### src/rtl/mem_arbiter.sv
`default_nettype none
// ============================================================================
// Module      : mem_arbiter
// Description : Single-port RAM arbiter between the icache fetch port and the
//               dcache block-transfer port. Data side has priority; a
//               starvation counter guarantees instruction forward progress.
// Revision    : 1.0 - initial release
// ============================================================================
module mem_arbiter #(
    parameter int ADDR_W     = 32,
    parameter int DATA_W     = 32,
    parameter int STARVE_MAX = 8
) (
    input  logic              CLK,
    input  logic              RST,
    input  logic              iREN,
    input  logic [ADDR_W-1:0] iaddr,
    output logic              iwait,
    output logic [DATA_W-1:0] iload,
    input  logic              dREN,
    input  logic              dWEN,
    input  logic [ADDR_W-1:0] daddr,
    input  logic [DATA_W-1:0] dstore,
    output logic              dwait,
    output logic [DATA_W-1:0] dload,
    output logic              ramREN,
    output logic              ramWEN,
    output logic [ADDR_W-1:0] ramaddr,
    output logic [DATA_W-1:0] ramstore,
    input  logic [DATA_W-1:0] ramload,
    input  logic [1:0]        ramstate,
    output logic [7:0]        err_cnt
);

    typedef enum logic [1:0] {
        IDLE   = 2'd0,
        DGRANT = 2'd1,
        IGRANT = 2'd2
    } state_t;

    localparam logic [1:0] c_ACCESS = 2'b10;
    localparam logic [1:0] c_ERROR  = 2'b11;
    localparam int         c_CW     = $clog2(STARVE_MAX + 1);

    state_t          r_state;
    state_t          w_next;
    logic [c_CW-1:0] r_starve_cnt;
    logic [7:0]      r_err_cnt;
    logic            w_starved;
    logic            w_live;    // granted requester still holds its request
    logic            w_idone;   // instruction read completes this cycle

    assign w_starved = (r_starve_cnt == c_CW'(STARVE_MAX));
    assign err_cnt   = r_err_cnt;

    // Next-state and RAM/requester outputs; reset forces idle-looking outputs
    // so an abandoned transfer never produces a completion pulse.
    always_comb begin
        w_next   = r_state;
        ramREN   = 1'b0;
        ramWEN   = 1'b0;
        ramaddr  = '0;
        ramstore = '0;
        iwait    = 1'b1;
        dwait    = 1'b1;
        iload    = '0;
        dload    = '0;
        w_live   = 1'b0;
        w_idone  = 1'b0;
        if (RST) begin
            w_next = IDLE;
        end else begin
            case (r_state)
                IDLE: begin
                    if (iREN && w_starved)  w_next = IGRANT;
                    else if (dREN || dWEN)  w_next = DGRANT;
                    else if (iREN)          w_next = IGRANT;
                end
                DGRANT: begin
                    w_live = dREN || dWEN;
                    if (!w_live) begin
                        w_next = IDLE;
                    end else begin
                        ramaddr = daddr;
                        if (dWEN) begin
                            ramWEN   = 1'b1;
                            ramstore = dstore;
                        end else begin
                            ramREN = 1'b1;
                        end
                        if (ramstate == c_ACCESS) begin
                            dwait  = 1'b0;
                            dload  = dWEN ? '0 : ramload;
                            w_next = IDLE;
                        end
                    end
                end
                IGRANT: begin
                    w_live = iREN;
                    if (!w_live) begin
                        w_next = IDLE;
                    end else begin
                        ramREN  = 1'b1;
                        ramaddr = iaddr;
                        if (ramstate == c_ACCESS) begin
                            iwait   = 1'b0;
                            iload   = ramload;
                            w_idone = 1'b1;
                            w_next  = IDLE;
                        end
                    end
                end
                default: w_next = IDLE;
            endcase
        end
    end

    // State, starvation counter and saturating error counter.
    always_ff @(posedge CLK) begin
        if (RST) begin
            r_state      <= IDLE;
            r_starve_cnt <= '0;
            r_err_cnt    <= '0;
        end else begin
            r_state <= w_next;
            if (!iREN || w_idone)
                r_starve_cnt <= '0;
            else if (r_state != IGRANT && !w_starved)
                r_starve_cnt <= r_starve_cnt + c_CW'(1);
            if (w_live && ramstate == c_ERROR && r_err_cnt != 8'hFF)
                r_err_cnt <= r_err_cnt + 8'd1;
        end
    end

endmodule
`default_nettype wire
### config.mk
export PLATFORM = sky130hd
export DESIGN_NAME = mem_arbiter
export DESIGN_NICKNAME = d
export VERILOG_FILES = /design/src/rtl/mem_arbiter.sv
export SDC_FILE = /design/constraint.sdc
export NUM_CORES = 1
export LEC_CHECK = 0
export BUFFER_PORTS_ARGS = -buffer_cell sky130_fd_sc_hd__buf_2
export CORE_AREA = 2 2 107 109
export CTS_BUF_LIST = sky130_fd_sc_hd__clkbuf_8
export DETAILED_ROUTE_END_ITERATION = 8
export DIE_AREA = 0 0 109 111
export GPL_TIMING_DRIVEN = 0
export SYNTH_ARGS = -nofsm -noshare
export SYNTH_HDL_FRONTEND = slang
export SYNTH_SLANG_ARGS = --single-unit
### constraint.sdc
create_clock -name CLK -period 3.3 [get_ports CLK]
set_clock_uncertainty 0.05 [all_clocks]
set_input_delay 0.165 -clock CLK [delete_from_list [all_inputs] [get_ports CLK]]
set_output_delay 0.165 -clock CLK [all_outputs]
set_load 0.02 [all_outputs]
==> reports/metrics.yaml <==
cp_slowest_stage_delay_ps: 610
syn_area_per_cell_um2: 6.71
routed-via-count: 3035
crit_slowest_cell: "nor3_1"
setup_ws_ps: 729
synthFlopType: "dfxtp_1"
cap_violations: 0
worst_setup_path_start_kind: "register"
synth-seq-cells: 14
setup_tns_ps: 0
worstReg2RegEnd: "err_cnt[7]"
synthesis.area_um2: 1910
clkLatencyLatePin_ps: 250
drtPass1Iterations: 4
crit_buf_inv: 3
setup_viol: 0
hpwl_mm: 8.87
rr_worst_depth: 8
post-cts-setup-buffers: 0
end_kind: "primary output"
io_pins: 275
path_cells: "inv_1, ha_1, nand2_1, nor3_1, clkbuf_1, and2_1, buf_2"
cts_num_sinks: 14
std_cell_rows: 39
min_to: "r_state[1]"
fin_total_pwr_mw: 0.618
status: "finished clean"
grt_pass1_wl_mm: 14.1
worstPathArrival_ps: 2360
synth_cells: 285
hold_viol: 0
clock.fmax_mhz: 389
hold_buffers: 0
grt_pass1_vias: 2713
root_buffer: "clkbuf_8"
cts_tree: "yes"
final_cell_mix: "buf_2 (275), and2_1 (98), nor2_1 (39)"
leakagePower_nw: 1.99
core_um2: 11100
avgViaCountPerCell: 4.30
post-route-period-util_pct: 77.9
yosysUniqueCellTypes: 40
asyncSetResetFlopFracSynth_pct: 0
peakVddDrop_mv: 0.157
antenna_cells: 0
syn_nets: 427
rsz0062_at_grt: "false"
die_h_um: 111
hold_depth: 3
critPathMaxFanout: 10
ys_seq_area_share_pct: 14.7
cts_resized: 0
hp-start: "dWEN"
syn2layout_area_growth_pct: 83.7
min_path_type: "input pin to register"
crit_required_ps: 3080
tightest_slew_ps: 789
antenna_found_initial: 2
start_util_pct: 17.3
worst_path_dominant_cell_family: "simple AND/OR/NAND/NOR gates"
track_usage_pct: 14.9
gp_congestion: 0.797
drtIter0Drc: 122
die_area_um2: 12100
io_buffers: 273
clkTransAtPathRegs_ps: 60
synth_edf_count: 0
yosysWarnings: 0
htree_levels: 1
drc: 0
dp_slack_ps: 983
grt_overflow_total: 0
wire_per_inst_um: 14.2
die_x_um: 109
final_common_cell: "buf_2"
rr_startpoint: "r_state[0]"
wl_mm: 10.0
grt_max_degree: 11
timing.slew.headroom_pct: 47.0
drive_gt1_share_pct: 50.5
crit_type: "register to primary output"
drtAntennaViolNets: 0
r2r_slack_ps: 1350
final_max_slew_viol_count: 0
power_density_nw_per_um2: 176
cts_buffers: 3
min_period_ps: 2570
clockBufferDepth: 2
nets: 705
layout make-up:
cell class | instances | area, um2
flip-flops and latches | 14 | 280
well taps | 143 | 179
fillers | 1239 | 7560
inverters | 7 | 26.3
repair buffers | 273 | 1370
plain buffers | 24 | 96.3
clock buffers | 4 | 55.1
multi-input cells | 240 | 1510
state kept, by name, summed over array words and instances, names as in the netlist:
signal and count:
err_cnt 8, r_state 2, r_starve_cnt 4
worst max path at each step:
stage,depth (start not counted),end,start,slack [ps]
floorplan,7,ramaddr[12],r_state[0],1520
global placement,7,iload[28],r_state[0],990
detailed placement,7,iload[28],r_state[0],980
CTS,7,iload[28],r_state[0],710
global route,7,iload[23],r_state[0],560
finish,7,iload[28],r_state[0],730
cell usage after synthesis, types with 2 or more instances:
master | n | area share, %
a21oi_1 | 7 | 1.8
a22oi_1 | 32 | 13
a31oi_1 | 3 | 0.98
and2_1 | 98 | 32
and4_1 | 2 | 0.92
buf_1 | 2 | 0.39
buf_2 | 2 | 0.52
clkbuf_1 | 19 | 3.7
dfxtp_1 | 14 | 15
ha_1 | 7 | 4.6
inv_1 | 7 | 1.4
nand2_1 | 7 | 1.4
nand2b_1 | 2 | 0.65
nand3_1 | 2 | 0.52
nand3b_1 | 2 | 0.79
nand4_1 | 2 | 0.65
nor2_1 | 39 | 7.7
nor3_1 | 4 | 1.0
nor4b_1 | 2 | 0.92
o21a_1 | 2 | 0.79
o21ai_0 | 6 | 1.6
o31ai_1 | 2 | 0.79
o32ai_1 | 2 | 0.92
or3_1 | 2 | 0.65
or4_1 | 2 | 0.79
xnor2_1 | 2 | 0.92
stage by stage:
stage / cells / hold WS (ps) / utilization (%) / cell area (um2)
after detailed placement: 701 / 447 / 31.2 / 3460
after global routing: 705 / 292 / 31.7 / 3510
after floorplan: 285 / 309 / - / 1910
after CTS: 705 / 238 / 31.7 / 3510
final: 705 / 250 / 31.7 / 3510
after global placement: 701 / 456 / 31.2 / 3460
tightest hold or removal path, cell delays in order:
cell	delay, ps
buf_2	120
o21a_1	120
o32ai_1	80
per-layer routing:
metal / vias to the layer above / wire length (um) / GRT usage [%]
li1: 1526 / - / -
met1: 1312 / 3840 / 17.0
met2: 193 / 5300 / 30.0
met3: 4 / 846 / 1.88
met4: 0 / 21 / 0.769
met5: - / 0 / 0
cells by family after synthesis:
family | Yosys count | synth area share, %
adder cells (fa/ha/maj) | 7 | 4.58
AND/OR/NAND/NOR | 172 | 51.3
XOR/XNOR | 3 | 1.37
flip-flops | 14 | 14.7
AO/OA/AOI/OAI | 58 | 21.7
buffers and inverters | 31 | 6.41
power breakdown:
part	switching (mW)	internal (mW)
combinational	0.151	0.119
clock	0.0651	0.106
sequential	0.00417	0.173
Power figures use the tool's default switching activity.
